### config.mk
export PLATFORM = sky130hd
export DESIGN_NAME = decodificador_hamming_pipe_flat
export DESIGN_NICKNAME = d
export VERILOG_FILES = /design/src/rtl/decodificador_hamming_pipe_pkg.sv /design/src/rtl/decodificador_hamming_pipe_if.sv /design/src/rtl/decodificador_hamming_pipe_sindrome.sv /design/src/rtl/decodificador_hamming_pipe.sv /design/src/flat_wrapper.sv
export SDC_FILE = /design/constraint.sdc
export NUM_CORES = 1
export LEC_CHECK = 0
export CAP_MARGIN = 30
export CORE_AREA = 10 10 57 59
export CTS_CLUSTER_DIAMETER = 60
export CTS_CLUSTER_SIZE = 14
export DETAILED_ROUTE_END_ITERATION = 10
export DIE_AREA = 0 0 67 69
export GPL_ROUTABILITY_DRIVEN = 0
export PLACE_DENSITY = 0.78
export SLEW_MARGIN = 10
export SYNTH_ARGS = -nofsm -noshare
export SYNTH_HDL_FRONTEND = slang
export SYNTH_SLANG_ARGS = --single-unit
### constraint.sdc
create_clock -name clk -period 1.1 [get_ports clk]
set_input_delay 0.22 -clock clk [delete_from_list [all_inputs] [get_ports clk]]
set_output_delay 0.22 -clock clk [all_outputs]
set_load 0.05 [all_outputs]
### src/rtl/decodificador_hamming_pipe_pkg.sv
// Shared definitions for the pipelined SECDED Hamming decoder: check-bit
// count, codeword position helpers and the stage-2 result record.
package hamming_pkg;

  // Widest supported configuration: 57 data bits need 6 check bits (N = 63).
  localparam int DATA_W_MAX = 57;
  localparam int R_MAX      = 6;

  // Smallest r with 2^r >= data_w + r + 1.
  function automatic int calc_r(input int data_w);
    int r;
    r = 0;
    for (int k = 1; k <= 7; k++) begin
      if ((r == 0) && ((1 << k) >= (data_w + k + 1))) begin
        r = k;
      end
    end
    return r;
  endfunction

  // Check bits occupy the power-of-two positions.
  function automatic bit es_pot2(input int pos);
    return (pos > 0) && ((pos & (pos - 1)) == 0);
  endfunction

  // Codeword position holding data bit idx (data fills non-power-of-two
  // positions in ascending order, dato[0] lowest).
  function automatic int pos_dato(input int idx);
    int cuenta;
    int res;
    cuenta = 0;
    res    = 0;
    for (int p = 1; p < 128; p++) begin
      if (!es_pot2(p)) begin
        if ((cuenta == idx) && (res == 0)) begin
          res = p;
        end
        cuenta++;
      end
    end
    return res;
  endfunction

  // Positions 1..n whose index has bit b set; syndrome bit b is the XOR of
  // the codeword masked with this vector.
  function automatic logic [63:0] mascara_sindrome(input int b, input int n);
    logic [63:0] m;
    m = '0;
    for (int i = 1; i < 64; i++) begin
      if ((i <= n) && (((i >> b) & 1) == 1)) begin
        m[i] = 1'b1;
      end
    end
    return m;
  endfunction

  // Stage-2 result, sized for the widest configuration; narrower
  // instances leave the upper bits at zero.
  typedef struct packed {
    logic [DATA_W_MAX-1:0] dato;
    logic [R_MAX-1:0]      sindrome;
    logic                  error_simple;
    logic                  error_doble;
  } resultado_t;

endpackage

### src/rtl/decodificador_hamming_pipe_if.sv
// Stream bundle between the received-word source, the decoder and the
// display logic. "slave" is the decoder's view, "master" the environment's.
interface decodificador_hamming_pipe_if
  import hamming_pkg::*;
#(
  parameter int DATA_W = 4
);

  localparam int R = calc_r(DATA_W);
  localparam int N = DATA_W + R;

  logic              en_valido;
  logic              en_listo;
  logic [N:0]        palabra_rx;
  logic              sal_valido;
  logic              sal_listo;
  logic [DATA_W-1:0] dato;
  logic [R-1:0]      sindrome;
  logic              error_simple;
  logic              error_doble;

  modport slave (
    input  en_valido, palabra_rx, sal_listo,
    output en_listo, sal_valido, dato, sindrome, error_simple, error_doble
  );

  modport master (
    output en_valido, palabra_rx, sal_listo,
    input  en_listo, sal_valido, dato, sindrome, error_simple, error_doble
  );

endinterface

### src/rtl/decodificador_hamming_pipe_sindrome.sv
// Combinational syndrome and overall-parity generator for an N+1 bit
// extended-Hamming codeword (bit 0 = overall parity).
module hamming_sindrome
  import hamming_pkg::*;
#(
  parameter int N = 7,
  parameter int R = 3
) (
  input  logic [N:0]   palabra_i,
  output logic [R-1:0] sindrome_o,
  output logic         paridad_o
);

  // Each syndrome bit is the parity of the positions whose index has that bit set.
  for (genvar gi = 0; gi < R; gi++) begin : g_sindrome
    localparam logic [63:0] MASCARA = mascara_sindrome(gi, N);
    assign sindrome_o[gi] = ^(palabra_i & MASCARA[N:0]);
  end

  // Overall parity over every bit, including the parity bit itself.
  assign paridad_o = ^palabra_i;

endmodule

### src/rtl/decodificador_hamming_pipe.sv
// Two-stage pipelined SECDED Hamming decoder with valid/ready stream.
// Stage 1 registers the raw word, its syndrome and overall parity;
// stage 2 classifies, corrects and registers the result.
// Optional saturating error counters: define HAMMING_CONTADORES_EN.
module decodificador_hamming_pipe
  import hamming_pkg::*;
#(
  parameter int DATA_W = 4,
  parameter int CNT_W  = 8
) (
  input  logic                         clk,
  input  logic                         rst,
  decodificador_hamming_pipe_if.slave  bus
`ifdef HAMMING_CONTADORES_EN
  ,
  input  logic                         limpiar_cnt,
  output logic [CNT_W-1:0]             cnt_simple,
  output logic [CNT_W-1:0]             cnt_doble
`endif
);

  localparam int R = calc_r(DATA_W);
  localparam int N = DATA_W + R;
  localparam logic [R-1:0] N_SIN = R'(N);

  // Pipeline state
  logic              v1_q;
  logic [N:0]        pal1_q;
  logic [R-1:0]      sin1_q;
  logic              par1_q;
  logic              v2_q;
  resultado_t        res_q;
  resultado_t        res_d;

  // Combinational helpers
  logic              listo1;
  logic              listo2;
  logic [R-1:0]      sin_w;
  logic              par_w;
  logic [N:0]        corr;
  logic [DATA_W-1:0] dato_ext;
  logic              es_simple;
  logic              es_doble;

  // Ready chain: a stage may load when it is empty or its successor drains.
  assign listo2       = !v2_q || bus.sal_listo;
  assign listo1       = !v1_q || listo2;
  assign bus.en_listo = listo1;

  hamming_sindrome #(
    .N (N),
    .R (R)
  ) u_sindrome (
    .palabra_i  (bus.palabra_rx),
    .sindrome_o (sin_w),
    .paridad_o  (par_w)
  );

  // Stage 1: capture word, syndrome and parity whenever the stage may advance.
  always_ff @(posedge clk) begin
    if (rst) begin
      v1_q   <= 1'b0;
      pal1_q <= '0;
      sin1_q <= '0;
      par1_q <= 1'b0;
    end else if (listo1) begin
      v1_q <= bus.en_valido;
      if (bus.en_valido) begin
        pal1_q <= bus.palabra_rx;
        sin1_q <= sin_w;
        par1_q <= par_w;
      end
    end
  end

  // Classification and single-bit correction of the stage-1 word.
  // A syndrome beyond N with odd parity cannot be a single error.
  always_comb begin
    corr      = pal1_q;
    es_simple = 1'b0;
    es_doble  = 1'b0;
    if (par1_q) begin
      if (sin1_q == '0) begin
        es_simple = 1'b1;
      end else if (sin1_q <= N_SIN) begin
        corr[sin1_q] = ~pal1_q[sin1_q];
        es_simple    = 1'b1;
      end else begin
        es_doble = 1'b1;
      end
    end else if (sin1_q != '0) begin
      es_doble = 1'b1;
    end
  end

  // Data extraction from the non-power-of-two positions.
  for (genvar gi = 0; gi < DATA_W; gi++) begin : g_extrae
    localparam int POS = pos_dato(gi);
    assign dato_ext[gi] = corr[POS];
  end

  // Assemble the stage-2 result record.
  always_comb begin
    res_d                    = '0;
    res_d.dato[DATA_W-1:0]   = dato_ext;
    res_d.sindrome[R-1:0]    = sin1_q;
    res_d.error_simple       = es_simple;
    res_d.error_doble        = es_doble;
  end

  // Stage 2: holds the result stable while the consumer stalls.
  always_ff @(posedge clk) begin
    if (rst) begin
      v2_q  <= 1'b0;
      res_q <= '0;
    end else if (listo2) begin
      v2_q <= v1_q;
      if (v1_q) begin
        res_q <= res_d;
      end
    end
  end

  assign bus.sal_valido   = v2_q;
  assign bus.dato         = res_q.dato[DATA_W-1:0];
  assign bus.sindrome     = res_q.sindrome[R-1:0];
  assign bus.error_simple = res_q.error_simple;
  assign bus.error_doble  = res_q.error_doble;

  // Padding bits of the shared record are constant; fold them so every bit is read.
  logic unused_res;
  assign unused_res = ^res_q;

`ifdef HAMMING_CONTADORES_EN
  localparam logic [CNT_W-1:0] CNT_MAX = '1;

  logic             handshake;
  logic [CNT_W-1:0] cnt_simple_q;
  logic [CNT_W-1:0] cnt_simple_d;
  logic [CNT_W-1:0] cnt_doble_q;
  logic [CNT_W-1:0] cnt_doble_d;

  assign handshake = v2_q && bus.sal_listo;

  // Next counts: clear beats increment; increments saturate at all-ones.
  always_comb begin
    cnt_simple_d = cnt_simple_q;
    cnt_doble_d  = cnt_doble_q;
    if (limpiar_cnt) begin
      cnt_simple_d = '0;
      cnt_doble_d  = '0;
    end else begin
      if (handshake && res_q.error_simple && (cnt_simple_q != CNT_MAX)) begin
        cnt_simple_d = cnt_simple_q + CNT_W'(1);
      end
      if (handshake && res_q.error_doble && (cnt_doble_q != CNT_MAX)) begin
        cnt_doble_d = cnt_doble_q + CNT_W'(1);
      end
    end
  end

  // Counter registers.
  always_ff @(posedge clk) begin
    if (rst) begin
      cnt_simple_q <= '0;
      cnt_doble_q  <= '0;
    end else begin
      cnt_simple_q <= cnt_simple_d;
      cnt_doble_q  <= cnt_doble_d;
    end
  end

  assign cnt_simple = cnt_simple_q;
  assign cnt_doble  = cnt_doble_q;
`else
  // Counter width only matters when the counters are built.
  logic [CNT_W-1:0] unused_cnt_w;
  assign unused_cnt_w = '0;
`endif

endmodule

### src/flat_wrapper.sv
// flat-port wrapper written by rule: the top's interface ports become plain ports
module decodificador_hamming_pipe_flat import hamming_pkg::*;
#(
  parameter int DATA_W = 4,
  parameter int CNT_W  = 8
)
  (clk, rst, bus_en_valido, bus_palabra_rx, bus_sal_listo, bus_en_listo, bus_sal_valido, bus_dato, bus_sindrome, bus_error_simple, bus_error_doble);
  decodificador_hamming_pipe_if #(.DATA_W(DATA_W)) bus_i ();
  input  logic clk;
  input  logic rst;
  input wire logic [$bits(bus_i.en_valido)-1:0] bus_en_valido;
  input wire logic [$bits(bus_i.palabra_rx)-1:0] bus_palabra_rx;
  input wire logic [$bits(bus_i.sal_listo)-1:0] bus_sal_listo;
  output wire logic [$bits(bus_i.en_listo)-1:0] bus_en_listo;
  output wire logic [$bits(bus_i.sal_valido)-1:0] bus_sal_valido;
  output wire logic [$bits(bus_i.dato)-1:0] bus_dato;
  output wire logic [$bits(bus_i.sindrome)-1:0] bus_sindrome;
  output wire logic [$bits(bus_i.error_simple)-1:0] bus_error_simple;
  output wire logic [$bits(bus_i.error_doble)-1:0] bus_error_doble;
  assign bus_i.en_valido = bus_en_valido;
  assign bus_i.palabra_rx = bus_palabra_rx;
  assign bus_i.sal_listo = bus_sal_listo;
  assign bus_en_listo = bus_i.en_listo;
  assign bus_sal_valido = bus_i.sal_valido;
  assign bus_dato = bus_i.dato;
  assign bus_sindrome = bus_i.sindrome;
  assign bus_error_simple = bus_i.error_simple;
  assign bus_error_doble = bus_i.error_doble;
  decodificador_hamming_pipe #(.DATA_W(DATA_W), .CNT_W(CNT_W)) u_core (.clk(clk), .rst(rst), .bus(bus_i));
endmodule
==> flow_metrics.tcl, run 1 <==
set metrics [dict create \
    outcome "finished, violations left" \
    violations "negative setup slack" \
    via_count 805 \
    total_power_uw 1650 \
    p_int_uw 1130 \
    hold_viol 0 \
    clk_path_buf_depth 2 \
    synth_cell_types 19 \
    achievable-frequency_mhz 859 \
    grt_pass1_vias 812 \
    cts_hold_buf 0 \
    numCtsBuffers 3 \
    worstPathRequired_ns 0.88 \
    crit_family "flip-flops" \
    arrival_ns 0.94 \
    ant_nets 0 \
    grt_pass1_wl_um 3680 \
    overflow 0 \
    setup_ws_ns -0.0638 \
    fin_area_um2 1420 \
    die_w_um 67 \
    drt_iter0_markers 20 \
    placed_area_um2 1340 \
    power_switching_uw 515 \
    seq_power_share_pct 48.7 \
    cts.clk_slew.worst_paths_ns 0.11 \
    dieArea_um2 4620 \
    tightest_slew_ns 0.276 \
    cp.depth 2 \
    syn_avg_cell_area_um2 8.78 \
    cpPeakStageDelay_ns 0.39 \
    drt_wl_total_um 2170 \
    regToRegSetupSlack_ns -0.01 \
    whs_path_depth 3 \
    yosys_register_bits 19 \
    rsz0062_at_grt "yes" \
    clock_sinks 19 \
    leakage_uw 0.000583 \
    cts_tree "built" \
    yosysTopAreaCell "dfxtp_1" \
    fp-row-count 17 \
    io_buffers 22 \
    clock_latency_ns 0.30 \
    grt_max_degree 13 \
    synthTopCellsByArea "dfxtp_1, xnor2_1, nand2_1" \
    critPathMaxFanout 3 \
    die_y_um 69 \
    drc 0 \
    setup.worst_path.end_class "output port" \
    netlist_instances 98 \
    cp_num_buf_inv 1 \
    path_cells "nand3b_4 -> buf_12" \
    drv_cap 0 \
    wl_per_cell_um 13.3 \
    nets 148 \
    slew_viol_final 0 \
    ys_warn_count 0 \
    netlist.area_leader.share_pct 44.2 \
    syn-cell-area_um2 861 \
    combPwrFrac_pct 29.1 \
    antenna_found_initial 0 \
    finalSetupViolCount 4 \
    ys.flop_type "dfxtp_1" \
    ys_async_sr_fraction_pct 0 \
    cts-root-buf "clkbuf_4" \
    crit_type "reg2out" \
    cellPowerDensity_nw_per_um2 1160 \
    routed_via_density 4.94 \
    layout_min_cycle_time_ns 1.16 \
    num_antenna_cells 0 \
    finalCritPeriodShare_pct 106 \
    ios 23 \
    maxSlewHeadroom_pct 81.5 \
    cts_max_level 1 \
    num-fill-cells 158 \
    vdd_drop_max_v 0.000657 \
    min_path_type "in2reg" \
    drive_gt1_share_pct 39.3 \
    hold_ws_ns 0.382 \
    seq_area_frac_synth_pct 44.2 \
    synth_nets 110 \
    dpl.hpwl_um 1730 \
    core_um2 2150 \
    reg2reg_depth 4 \
    critPathLaunchType "flip-flop" \
    critPathSlowestCell "dfxtp_4" \
    initial_core_util_pct 40.1 \
    area_growth_pct 64.5 \
    grt_use_total_pct 9.98 \
    p_clk_share_pct 22.2 \
    switching_share_pct 31.3 \
    fin_skew_ns 0.00421 \
    dr.pass1.iters 4 \
    synth_edf_count 0 \
]
cells by family after synthesis:
| logic type | share of synthesized area [%] |
|---|---|
| buffers and inverters | 4.22 |
| flip-flops | 44.2 |
| XOR/XNOR | 16.3 |
| AND/OR/NAND/NOR | 21.4 |
| AO/OA/AOI/OAI | 14.0 |
path summary, 6_finish.rpt:
check | start | endpoint
min | bus_palabra_rx[7] | u_core.pal1_q[7]
min reg2reg | u_core.bus.sindrome[2] | u_core.bus.sindrome[2]
max reg2reg | u_core.bus.sal_valido | u_core.bus.error_doble
max | u_core.bus.sal_valido | bus_en_listo
registers in the layout, summed over array words and instances (netlist names):
register and flops:
u_core.sin1_q 3, u_core.bus.dato 4, u_core.pal1_q 4, u_core.bus.error_doble 1, u_core.bus.error_simple 1, u_core.par1_q 1
u_core.bus.sal_valido 1, u_core.bus.sindrome 3, u_core.v1_q 1
per-stage QoR:
| stage | std cells | util, % | setup slack (ns) | TNS, ns |
|---|---|---|---|---|
| 6_report | 163 | 65.9 | -0.0638 | -0.127 |
| 3_3_place_gp | 158 | 62.6 | -0.359 | -5.27 |
| 2_1_floorplan | 98 | - | -0.212 | -1.76 |
| 4_1_cts | 163 | 65.4 | -0.0738 | -0.138 |
| 5_1_grt | 163 | 65.9 | -0.105 | -0.620 |
| 3_5_place_dp | 158 | 62.6 | -0.490 | -6.09 |
worst min-delay path: stages:
cell	delay [ns]
dlygate4sd2_1	0.29
nand2_1	0.08
a21oi_1	0.05
power groups by stage:
stage | Sequential, uW | Combinational [uW] | Clock (uW)
after floorplan | 860 | 188 | 0
after global placement | 808 | 455 | 0
after detailed placement | 812 | 466 | 0
after CTS | 797 | 483 | 373
after global routing | 809 | 516 | 393
final | 801 | 479 | 365
synthesized netlist by cell type (2+ instances only):
cell type and number:
a211oi_1 7, a21oi_1 11, and2_1 2, buf_2 2
clkbuf_1 2, dfxtp_1 19, inv_1 2, nand2_1 19
nand4b_1 3, nor2_1 8, xnor2_1 9, xor2_1 7
routing by layer:
layer / track usage, % / up-vias / routed length [um] / share of wire [%]
li1: - / 401 / - / -
met1: 9.76 / 381 / 792 / 37
met2: 17.3 / 19 / 1200 / 55
met3: 2.09 / 4 / 116 / 5.4
met4: 7.69 / 0 / 57 / 2.6
met5: 0 / - / 0 / 0
cells in the final DEF, fill, tap and decap left out:
cell             instances
nor2_1                   8
xor2_1                   7
nand2b_1                 1
nor3_1                   1
dlygate4sd2_1            8
nand2_2                  1
clkinv_2                 1
a21oi_1                 11
a211oi_1                 3
nand2_1                 18
a211oi_2                 5
or3_1                    1
buf_4                   14
nand4b_1                 3
dfxtp_4                  1
nand4_1                  1
inv_1                    2
dfxtp_2                  9
xnor2_2                  3
buf_12                  12
buf_6                    1
clkdlybuf4s50_1          3
nand3b_4                 1
clkbuf_4                 3
xnor2_1                  6
dfxtp_1                  9
and2_4                   2
cell type report:
class / count / area, um2 / area share [%]
sequential: 19 / 395 / 27.9
multi-input combinational: 72 / 494 / 34.9
clock buffer: 3 / 22.5 / 1.59
inverter: 2 / 7.51 / 0.530
timing repair buffer: 38 / 457 / 32.2
clock inverter: 1 / 5.00 / 0.353
tap: 28 / 35.0 / 2.47
repair_timing:
| item | 4_1_cts | 5_1_grt |
|---|---|---|
| pin swaps | 8 | 3 |
| gates cloned | 0 | 0 |
| setup endpoints to repair | 11 | 16 |
| resized for setup | 16 | 8 |
| buffers inserted | 2 | 0 |
(Power assumes the default switching activity.)
==> run 2, diff against run 1 <==
- SETUP_SLACK_MARGIN: default -> 0.2
==> flow_metrics.tcl, run 2 (synthesized netlist as in run 1, its figures left out) <==
set metrics [dict create \
    outcome "finished, violations left" \
    violations "negative setup slack" \
    worstPathRequired_ns 0.88 \
    drv_cap 0 \
    total_power_uw 1750 \
    num_antenna_cells 0 \
    reg2reg_from "u_core.v1_q" \
    via_count 930 \
    final.setup.tns_ns -1.19 \
    fp-row-count 17 \
    final_cell_mix "buf_4, buf_12, dfxtp_2" \
    num-fill-cells 117 \
    drive_gt1_share_pct 61.6 \
    antenna_found_initial 0 \
    dieArea_um2 4620 \
    setup.worst_path.end_class "output port" \
    layout_min_cycle_time_ns 1.25 \
    routed_via_density 5.34 \
    arrival_ns 1.03 \
    dpl.hpwl_um 1650 \
    die_y_um 69 \
    grt_pass1_vias 798 \
    drt_iter0_markers 45 \
    achievable-frequency_mhz 802 \
    tightest_slew_ns 0.262 \
    setup_ws_ns -0.147 \
    drc 0 \
    hold_viol 0 \
    clock_sinks 19 \
    cts-root-buf "clkbuf_4" \
    multi_input_area_um2 584 \
    io_buffers 22 \
    ios 23 \
    vdd_drop_max_v 0.000930 \
    cts_tree "built" \
    seq_area_um2 409 \
    cts.clk_slew.worst_paths_ns 0.11 \
    overflow 0 \
    die_w_um 67 \
    dp_cells 157 \
    maxSlewHeadroom_pct 82.4 \
    finalCritPeriodShare_pct 113 \
    regToRegSetupSlack_ns -0.14 \
    cp-startpoint "u_core.v1_q" \
    ant_nets 0 \
    critPathLaunchType "flip-flop" \
    cellPowerDensity_nw_per_um2 1070 \
    cts_max_level 1 \
    grt_pass1_wl_um 3830 \
    leakage_uw 0.000675 \
    min_path_type "in2reg" \
    grt_max_degree 20 \
    stdcell_count 174 \
    numCtsBuffers 3 \
    hp-start "bus_sal_listo" \
    area_growth_pct 90.0 \
    initial_core_util_pct 40.1 \
    slew_viol_final 0 \
    clk_path_buf_depth 2 \
    nets 159 \
    drt_wl_total_um 2920 \
    grt_use_total_pct 10.1 \
    wl_per_cell_um 16.8 \
    dr.pass1.iters 4 \
    core_um2 2150 \
    crit_type "reg2out" \
    fin_skew_ns 0.00614 \
    critPathMaxFanout 2 \
    clock_latency_ns 0.31 \
    final_common_cell "buf_4" \
    dp_slack_ns -0.410 \
    finalSetupViolCount 19 \
    rsz0062_at_grt "yes" \
]
==> run 2: cell count changes in the layout (fill, tap and decap cells not counted), sizes merged <==
cell,before,now
buf,27,36
clkbuf,3,5
and2,2,3
clkinv,1,0
==> run 2: critical path, stage by stage (launching register included) <==
cell and delay, ns:
dfxtp_4 0.38, nand3b_4 0.08, buf_6 0.12, buf_12 0.14
==> run 2: final cells by class <==
type | count | area share [%]
clock buffer | 4 | 1.61
inverter | 2 | 0.459
multi-input combinational | 73 | 35.7
sequential | 19 | 25.0
tap | 28 | 2.14
timing repair buffer | 48 | 35.0
==> run 2: metrics by stage <==
step / hold slack (ns) / util [%] / cell area, um2
6_report: 0.374 / 76.1 / 1640
5_1_grt: 0.369 / 76.1 / 1640
4_1_cts: 0.389 / 67.1 / 1440
3_5_place_dp: 0.463 / 62.8 / 1350
3_3_place_gp: 0.459 / 62.8 / 1350
2_1_floorplan: 0.285 / - / 891
==> run 2: path summary, 6_finish.rpt <==
path / end / depth (start not counted)
worst max-delay path: bus_en_listo / 3
worst min-delay path: u_core.bus.sal_valido / 3
worst max register to register: u_core.bus.dato[3] / 5
worst min register to register: u_core.bus.sindrome[2] / 2
==> run 2: power breakdown <==
| part | total [uW] | internal (uW) | switching [uW] | leakage, uW |
|---|---|---|---|---|
| clock network | 371 | 142 | 229 | 0.0000150 |
| logic | 565 | 299 | 266 | 0.000496 |
| registers | 814 | 739 | 74.5 | 0.000163 |
==> run 2: per-layer routing <==
layer / part of all wire (%) / routed length [um] / GRT usage (%)
met5: 0 / 0 / 0
met4: 1.2 / 34 / 3.39
met3: 6.2 / 180 / 2.58
met2: 57 / 1670 / 17.8
met1: 35 / 1030 / 11.2
==> run 2: repair_timing <==
item | CTS | global route
gates cloned | 1 | 1
hold buffers | 0 | 0
setup buffers | 3 | 8
endpoints found under the setup margin | 28 | 29
gates resized for setup | 31 | 31
pin swaps | 13 | 10
